==> config.mk <==
export PLATFORM = sky130hd
export DESIGN_NAME = result_frame_tx
export DESIGN_NICKNAME = d
export VERILOG_FILES = /design/src/rtl/uart_frame_pkg.sv /design/src/rtl/uart_byte_tx.sv /design/src/rtl/result_frame_tx.sv
export SDC_FILE = /design/constraint.sdc
export NUM_CORES = 1
export LEC_CHECK = 0
export CORE_ASPECT_RATIO = 0.8
export CORE_MARGIN = 5
export CORE_UTILIZATION = 45
export CTS_CLUSTER_SIZE = 30
export DETAILED_ROUTE_END_ITERATION = 10
export PLACE_DENSITY = 0.71
export SLEW_MARGIN = 20
export SYNTH_ARGS = -nofsm -noshare
export SYNTH_HDL_FRONTEND = slang
export SYNTH_SLANG_ARGS = --single-unit
==> constraint.sdc <==
create_clock -name clk -period 1.98 [get_ports clk]
set_clock_uncertainty 0.05 [all_clocks]
set_input_delay 0.396 -clock clk [delete_from_list [all_inputs] [get_ports clk]]
set_output_delay 0.396 -clock clk [all_outputs]
set_load 0.005 [all_outputs]
==> src/rtl/uart_frame_pkg.sv <==
// Shared definitions for the UART word transmit and receive paths.
package uart_frame_pkg;

    typedef enum logic [1:0] {
        IDLE,
        START,
        DATA,
        STOP
    } uart_state_e;

    localparam int BITS_PER_BYTE        = 8;
    localparam int DEFAULT_CLKS_PER_BIT = 868;

endpackage

==> src/rtl/uart_byte_tx.sv <==
// One 8N1 byte on the line: start bit, eight data bits LSB first, stop bit.
// A load in the last stop-bit cycle chains the next byte with no idle gap.
module uart_byte_tx
    import uart_frame_pkg::*;
#(
    parameter int CLKS_PER_BIT = DEFAULT_CLKS_PER_BIT
) (
    input  logic                     clk,
    input  logic                     rst,
    input  logic                     load,
    input  logic [BITS_PER_BYTE-1:0] byte_in,
    output logic                     byte_done,
    output logic                     tx
);

    localparam int               CNT_W    = (CLKS_PER_BIT > 1) ? $clog2(CLKS_PER_BIT) : 1;
    localparam logic [CNT_W-1:0] CNT_LAST = CNT_W'(CLKS_PER_BIT - 1);
    localparam logic [2:0]       BIT_LAST = 3'(BITS_PER_BYTE - 1);

    uart_state_e              state, state_nxt;
    logic [CNT_W-1:0]         baud_cnt, baud_cnt_nxt;
    logic [2:0]               bit_idx, bit_idx_nxt;
    logic [BITS_PER_BYTE-1:0] shreg, shreg_nxt;
    logic                     tx_q, tx_nxt;
    logic                     bit_end;

    assign bit_end   = (baud_cnt == CNT_LAST);
    assign byte_done = (state == STOP) && bit_end;
    assign tx        = tx_q;

    always_comb begin
        // NOTE: every variable gets a default first so no path leaves one unassigned and infers a latch.
        state_nxt    = state;
        baud_cnt_nxt = (state == IDLE || bit_end) ? '0 : baud_cnt + 1'b1;
        bit_idx_nxt  = bit_idx;
        shreg_nxt    = shreg;
        tx_nxt       = tx_q;

        unique case (state)
            IDLE: begin
                if (load) begin
                    state_nxt = START;
                    shreg_nxt = byte_in;
                    tx_nxt    = 1'b0;
                end
            end
            START: begin
                if (bit_end) begin
                    state_nxt   = DATA;
                    bit_idx_nxt = '0;
                    tx_nxt      = shreg[0];
                end
            end
            DATA: begin
                if (bit_end) begin
                    if (bit_idx == BIT_LAST) begin
                        state_nxt = STOP;
                        tx_nxt    = 1'b1;
                    end else begin
                        bit_idx_nxt = bit_idx + 1'b1;
                        shreg_nxt   = shreg >> 1;
                        tx_nxt      = shreg[1];
                    end
                end
            end
            STOP: begin
                if (bit_end) begin
                    if (load) begin
                        state_nxt = START;
                        shreg_nxt = byte_in;
                        tx_nxt    = 1'b0;
                    end else begin
                        state_nxt = IDLE;
                        tx_nxt    = 1'b1;
                    end
                end
            end
            default: begin
                state_nxt = IDLE;
                tx_nxt    = 1'b1;
            end
        endcase
    end

    always_ff @(posedge clk) begin
        // NOTE: non-blocking assignments so every register samples pre-edge values, independent of statement order.
        if (rst) begin
            state    <= IDLE;
            baud_cnt <= '0;
            bit_idx  <= '0;
            shreg    <= '0;
            tx_q     <= 1'b1;
        end else begin
            state    <= state_nxt;
            baud_cnt <= baud_cnt_nxt;
            bit_idx  <= bit_idx_nxt;
            shreg    <= shreg_nxt;
            tx_q     <= tx_nxt;
        end
    end

endmodule

==> src/rtl/result_frame_tx.sv <==
// Sends a WORD_W-bit result as WORD_W/8 back-to-back 8N1 bytes, LSB byte first,
// with a busy flag and a one-cycle done pulse after the last stop bit.
module result_frame_tx
    import uart_frame_pkg::*;
#(
    parameter int CLKS_PER_BIT = DEFAULT_CLKS_PER_BIT,
    parameter int WORD_W       = 32
) (
    input  logic              clk,
    input  logic              rst,
    input  logic              start,
    input  logic [WORD_W-1:0] data,
    output logic              busy,
    output logic              done,
    output logic              tx
);

    localparam int               NBYTES   = WORD_W / BITS_PER_BYTE;
    localparam int               IDX_W    = (NBYTES > 1) ? $clog2(NBYTES) : 1;
    localparam logic [IDX_W-1:0] IDX_LAST = IDX_W'(NBYTES - 1);

    logic                     busy_q, done_q;
    logic [IDX_W-1:0]         byte_idx;
    logic [WORD_W-1:0]        word_sr;
    logic                     accept, next_byte, load, byte_done;
    logic [BITS_PER_BYTE-1:0] byte_in;

    // word_sr holds the bytes still waiting behind the one on the line.
    assign accept    = start && !busy_q;
    assign next_byte = byte_done && (byte_idx != IDX_LAST);
    assign load      = accept || next_byte;
    assign byte_in   = accept ? data[BITS_PER_BYTE-1:0] : word_sr[BITS_PER_BYTE-1:0];

    uart_byte_tx #(
        .CLKS_PER_BIT(CLKS_PER_BIT)
    ) u_byte_tx (
        .clk      (clk),
        .rst      (rst),
        .load     (load),
        .byte_in  (byte_in),
        .byte_done(byte_done),
        .tx       (tx)
    );

    always_ff @(posedge clk) begin
        if (rst) begin
            busy_q   <= 1'b0;
            done_q   <= 1'b0;
            byte_idx <= '0;
            word_sr  <= '0;
        end else begin
            done_q <= 1'b0;
            if (accept) begin
                busy_q   <= 1'b1;
                byte_idx <= '0;
                word_sr  <= data >> BITS_PER_BYTE;
            end else if (byte_done) begin
                if (next_byte) begin
                    byte_idx <= byte_idx + 1'b1;
                    word_sr  <= word_sr >> BITS_PER_BYTE;
                end else begin
                    busy_q <= 1'b0;
                    done_q <= 1'b1;
                end
            end
        end
    end

    assign busy = busy_q;
    assign done = done_q;

endmodule
==> qor_table.md <==
| Parameter | This run | Unit |
|---|---|---|
| Status | complete, no violations | - |
| Synthesized netlist net count | 356 | - |
| RSZ-0062 raised after global routing | false | - |
| Final period demand of the worst path | 1.865 | ns |
| Number of setup violations in the final report | 0 | - |
| WS Path Type | reg -> reg | - |
| Power density relative to cell area | 841.2 | mW/mm^2 |
| I/O pin count | 38 | - |
| Number of nets in the finished design | 392 | - |
| Lkg Pwr | 1.213 | nW |
| Number of remaining DRC errors | 0 | - |
| Residual overflow from global routing | 0 | - |
| Arrival time worst endpoint | 2.02 | ns |
| Max_slew headroom | 74.43 | % |
| Slew of the pin with the lowest slew margin | 0.3738 | ns |
| Buffers added on ports | 37 | - |
| Commonest non-fill, non-tap cells in the layout | 52 x sky130_fd_sc_hd__dfxtp_1, 43 x sky130_fd_sc_hd__nand2_1, 38 x sky130_fd_sc_hd__nor2_1, 37 x sky130_fd_sc_hd__clkdlybuf4s50_1, 29 x sky130_fd_sc_hd__nand3_1 | - |
| Number of optimization iterations in the first detailed-route pass | 4 | - |
| Placeable core region | 0.005555 | mm^2 |
| Total negative slack | 0 | ns |
| CTS H-Tree Depth | 2 | - |
| Mean instance size in the synthesized netlist | 8.377 | um^2 |
| Fraction of layout cells with a size suffix above 1 | 10.03 | % |
| Synth-to-Final Area Change | 23.12 | % |
| Fill count | 515 | - |
| Placer congestion estimate | 0.8236 | - |
| Crit path to | u_byte_tx.shreg[7] | - |
| Total CTS buffers | 5 | - |
| CP Cell Sequence | ha_1 > nor4b_4 > and3_1 > buf_12 > o22ai_4 > mux2_1 | - |
| Routed Wire Length | 6.051 | mm |
| Yosys warnings | 0 | - |
| Source of the worst register-to-register timing path | u_byte_tx.baud_cnt[0] | - |
| HPWL after DPL | 4.352 | mm |
| Via count | 2329 | - |
| Number of DRC violations after detailed-routing iteration 0 | 191 | - |
| Depth of the worst register-to-register path | 6 | - |
| Starting Density | 47.05 | % |
| Register area share after synthesis | 39.83 | % |
| Buffer depth of the longest clock path | 2 | - |
| Pin count of the biggest net entering global routing | 31 | - |
| Detail-routed via count per cell | 5.454 | - |
| Max Fclk | 0.5362 | GHz |
| Cell type of the slowest stage on the worst timing path | sky130_fd_sc_hd__dfxtp_1 | - |
| Final period utilization | 94.19 | % |
| Hold Startpoint | u_byte_tx.baud_cnt[0] | - |
| Largest cells by area after synthesis | sky130_fd_sc_hd__dfxtp_1 40%, sky130_fd_sc_hd__nand2_1 6.2%, sky130_fd_sc_hd__a311oi_1 6.0%, sky130_fd_sc_hd__nand3_1 5.6%, sky130_fd_sc_hd__nor2_1 5.5% | - |
| Largest incremental delay on the critical path | 0.38 | ns |
| Max-slew violation total from the final report | 0 | - |
| Post-detailed-route count of antenna-violating nets | 0 | - |
| Initial antenna violation count | 0 | - |
| Die Height | 78.17 | um |
| Standard-cell rows | 24 | - |
| Netlist cell types | 40 | - |
| Critical path origin | u_byte_tx.baud_cnt[0] | - |
| Worst Slack Setup Final | 0.1151 | ns |
| Skew-Pair Late Insertion Delay | 0.32 | ns |
| Number of flops mapped to enable cells by yosys | 0 | - |
| Dominant synthesized flop cell | sky130_fd_sc_hd__dfxtp_1 | - |
| Final Instance Count excl. Fillers | 427 | - |
| Full die area | 0.007442 | mm^2 |
| Synthesized cell area | 0.002614 | mm^2 |
| Overall track demand over capacity in global routing | 16.73 | % |
| Hold-fix buffer count after cts | 0 | - |
| Total power draw | 2.707 | mW |
| Diodes inserted | 0 | - |
| Count of final hold-check violations | 0 | - |
| Total placed cells including tap cells | 417 | - |
| Number of synthesized register bits | 52 | - |
| Kind of end point of the critical path | register | - |
| CTS clk-pin slew, worst paths | 0.10 | ns |
| Worst hold path type | reg -> reg | - |
| Register-to-register path setup slack | 0.12 | ns |
| Area share of the leading cell type in the synthesized netlist | 39.83 | % |
| Horizontal extent of the die | 95.21 | um |
| # clock sinks | 52 | - |
| Synth area leader | sky130_fd_sc_hd__dfxtp_1 | - |
| Crit path required time | 2.13 | ns |
| Via count of the first global-routing pass | 2210 | - |
| Asr flop ratio synth | 0 | % |
| Per-cell routed wire length | 14.17 | um |
| Worst-path fanout max | 21 | - |
| Maximum Capacitance Violations | 0 | - |
| Crit start category | register | - |
| Post-Place Setup Slack | -0.06310 | ns |
| TritonCTS clock tree | yes | - |
| CTS root buf | sky130_fd_sc_hd__clkbuf_8 | - |
| Wire length of the first global-routing pass | 10.14 | mm |
| Most frequent standard cell in the layout excluding fill and tap cells | sky130_fd_sc_hd__dfxtp_1 | - |
| Highest ir drop seen on vdd | 284.3 | uV |
| Post-synthesis cell count | 312 | - |
| Reg-to-Reg End | u_byte_tx.shreg[7] | - |
synthesized netlist by cell type (all sizes together), types with 6 or more instances:
library cell,count
a311o,7
nor2,38
clkbuf,14
nand3,29
nor2b,6
a21oi,15
nand2b,11
nand2,43
ha,9
mux2i,11
buf,12
o21ai,6
a311oi,18
dfxtp,52
xor2,6
registers in the layout, indices dropped and copies added, names as in the netlist:
name / count
u_byte_tx.tx: 1
u_byte_tx.shreg: 8
busy: 1
u_byte_tx.baud_cnt: 10
word_sr: 24
byte_idx: 2
u_byte_tx.state: 2
done: 1
u_byte_tx.bit_idx: 3
worst min path at each step:
stage                             to  depth (start not counted)  slack (ns)
2_1_floorplan  u_byte_tx.baud_cnt[0]                          1        0.38
3_3_place_gp   u_byte_tx.baud_cnt[0]                          1        0.39
3_5_place_dp   u_byte_tx.baud_cnt[0]                          1        0.40
4_1_cts        u_byte_tx.baud_cnt[0]                          1        0.42
5_1_grt                   word_sr[4]                          2        0.45
6_report       u_byte_tx.baud_cnt[0]                          1        0.42
layout make-up:
type,count,area (um^2),area share (%)
Timing Repair Buffer,55,518.0,16.10
Inverter,4,18.77,0.5832
Clock inverter,3,27.53,0.8554
Multi-Input combinational cell,230,1446,44.95
Clock buffer,5,68.82,2.138
Tap cell,78,97.59,3.033
Sequential cell,52,1041,32.35
what timing repair did:
action                     4_1_cts  5_1_grt
resized for setup                0        4
setup endpoints to repair        0       12
buffers inserted                 0        2
through the flow:
stage          instance area (um^2)  utilization (%)  hold WS [ns]
4_1_cts                        3189            57.41        0.4245
2_1_floorplan                  2614                -        0.3761
5_1_grt                        3218            57.93        0.4501
3_5_place_dp                   3093            55.68        0.4016
6_report                       3218            57.93        0.4184
3_3_place_gp                   3093            55.68        0.3921
report_power, final:
group | total, mW | internal (mW) | leakage (nW) | switching, mW
Sequential | 1.21 | 1.14 | 0.425 | 0.0657
Clock | 0.644 | 0.260 | 0.0463 | 0.384
Combinational | 0.857 | 0.406 | 0.741 | 0.451
critical path, delay by kind of cell (launching register included):
kind | cells | cell delay (ns)
AOI/OAI and AO/OA | 1 | 0.08
buffers and inverters | 1 | 0.17
and+or+nand+nor | 2 | 0.55
DFF | 1 | 0.38
muxes | 1 | 0.33
adders and majority gates | 1 | 0.19
kinds of logic (layout without fill, tap and decap cells):
logic type / Yosys count / in the layout / share of synthesized area [%]
flops: 52 / 52 / 39.83
compound gates: 54 / 54 / 15.75
fa+ha+maj: 9 / 9 / 4.308
buf+inv: 30 / 67 / 5.313
mux: 12 / 12 / 4.644
simple gates: 146 / 146 / 27.14
xor+xnor: 9 / 9 / 3.016
per-layer routing:
layer	vias to the layer above	part of all wire (%)	track usage, %
met3	8	5.5	3.250
met5	-	0	0
met2	62	44	24.25
met1	1086	49	24.90
met4	0	1.2	4.899
li1	1173	-	-
No activity file was read; power rests on OpenSTA's default activity.
==> edit: new RTL, config.mk and constraints unchanged <==
Make the reset (`rst`) asynchronous in 2 clocked blocks.
--- a/src/rtl/uart_byte_tx.sv
+++ b/src/rtl/uart_byte_tx.sv
@@ -83,5 +83,5 @@
     end
 
-    always_ff @(posedge clk) begin
+    always_ff @(posedge clk or posedge rst) begin
         // NOTE: non-blocking assignments so every register samples pre-edge values, independent of statement order.
         if (rst) begin
--- a/src/rtl/result_frame_tx.sv
+++ b/src/rtl/result_frame_tx.sv
@@ -43,5 +43,5 @@
     );
 
-    always_ff @(posedge clk) begin
+    always_ff @(posedge clk or posedge rst) begin
         if (rst) begin
             busy_q   <= 1'b0;
Behaviour: differs if rst is asserted again (counterexample within 4 cycles, from zero or initial values and one cycle with rst high); with rst held inactive, the same outputs for 10 cycles.
==> edit against the unedited design <==
Worst setup slack worse by 0.00091 ns; largest cell class is now sequential cells; synthesized cell count down 19%; routed wire length down 5.2%; synthesized area down 0.38%; first-iteration DRC count down 48%; cell area up 3.5%; hold slack worse by 0.12 ns; global-route usage down 0.73 points; sequential cell count unchanged; critical path depth unchanged.
Power is not compared: it rests on default switching activity, and its combinational part moved more than twofold at a synthesized area within 25%.
==> edit: results (changes against the unedited design) <==
status: "finished, final reports clean"
dp_hpwl_um: 4090  # -5.9%
path_max_fanout: 7  # -67%
grt_max_degree: 43  # +39%
dpl_cell_area_um2: 3200  # +3.4%
ff2ff_path_depth: 6  # unchanged
nNetsFinal: 347  # -11%
critPathArrivalTime_ns: 1.99  # -0.03 ns
synth_commonest_cells: "dfrtp_1, nand2_1, o21ai_0"
worst_pin_slew_ns: 0.452  # +0.0784 ns
cts_buffers: 5  # unchanged
syn_nets: 296  # -17%
layout-drive-gt1-share: 0.181  # +0.0806
insertion_delay_ns: 0.30  # -0.02 ns
hold_path.class: "in -> async"
grt_first_pass_wirelength_um: 9610  # -5.2%
grt_pass1_vias: 2028  # -8.2%
drv_slew: 0  # unchanged
grt_usage: 0.160  # -0.00728
pre_cts_slack_ns: -0.00678  # +0.0563 ns
synthTopCellsByArea: "dfrtp_1, mux2i_1, nand2_1, ha_1, o21ai_0"
ys_seq_area_frac: 0.500  # +0.102
synth_cell_type_count: 45  # +13%
routed_wl_um: 5740  # -5.2%
async_flop_share: 1.00  # +1.00
routabilityCongestion: 0.837  # +1.6%
first_iter_violations: 99  # -48%
edit: logic make-up after synthesis:
family / after synthesis / share of synthesized area
AO/OA/AOI/OAI: 61 / 0.172
XOR/XNOR: 9 / 0.0303
adder cells (fa/ha/maj): 9 / 0.0432
buffers and inverters: 27 / 0.0447
flip-flops: 52 / 0.500
multiplexers: 18 / 0.0711
AND/OR/NAND/NOR: 76 / 0.138
edit: critical path, delay by kind of cell (launching register included):
kind                     cells  cell delay [ns]
AO/OA/AOI/OAI                2             0.39
adder cells (fa/ha/maj)      1             0.19
flip-flops                   1             0.38
AND/OR/NAND/NOR              3             0.73
edit: area by class of cell:
class | count | area, um2
Fill cell | 492 | 2190
Sequential cell | 52 | 1300
Inverter | 13 | 48.8
Tap cell | 78 | 97.6
Timing Repair Buffer | 58 | 553
Clock inverter | 2 | 13.8
Clock buffer | 6 | 72.6
Multi-Input combinational cell | 173 | 1240
edit: what timing repair did:
| action | CTS | global route |
|---|---|---|
| endpoints found under the setup margin | 6 | 13 |
| resized for setup | 1 | 12 |
| pin swaps | 0 | 1 |
| hold buffers | 0 | 0 |
edit: power breakdown:
part | internal [uW] | leakage [uW] | total (uW) | switching (uW)
combinational | 85.5 | 0.000849 | 132 | 47.0
clock | 253 | 0.0000456 | 598 | 345
sequential | 1090 | 0.000620 | 1110 | 18.8
edit: layer usage:
metal / global-route usage / up-vias / wire length, um / share of wire
met4: 0.0303 / 0 / 30 / 0.0052
met3: 0.0363 / 4 / 211 / 0.037
li1: - / 996 / - / -
met2: 0.239 / 40 / 2580 / 0.45
met1: 0.239 / 973 / 2920 / 0.51
met5: 0 / - / 0 / 0
edit: worst paths after layout:
path | from | endpoint | slack (ns)
min reg2reg | u_byte_tx.tx | u_byte_tx.tx | 0.44
min | rst | u_byte_tx.shreg[5] | 0.29
max | u_byte_tx.baud_cnt[1] | u_byte_tx.shreg[3] | 0.11
max reg2reg | u_byte_tx.baud_cnt[1] | u_byte_tx.shreg[3] | 0.11
min in group clk | u_byte_tx.tx | u_byte_tx.tx | 0.44
max in group asynchronous | rst | u_byte_tx.state[1] | 1.07
edit: metrics by stage:
stage,instances,utilization
floorplan,252,-
global placement,374,0.579
detailed placement,374,0.579
CTS,382,0.595
global route,382,0.603
finish,382,0.603
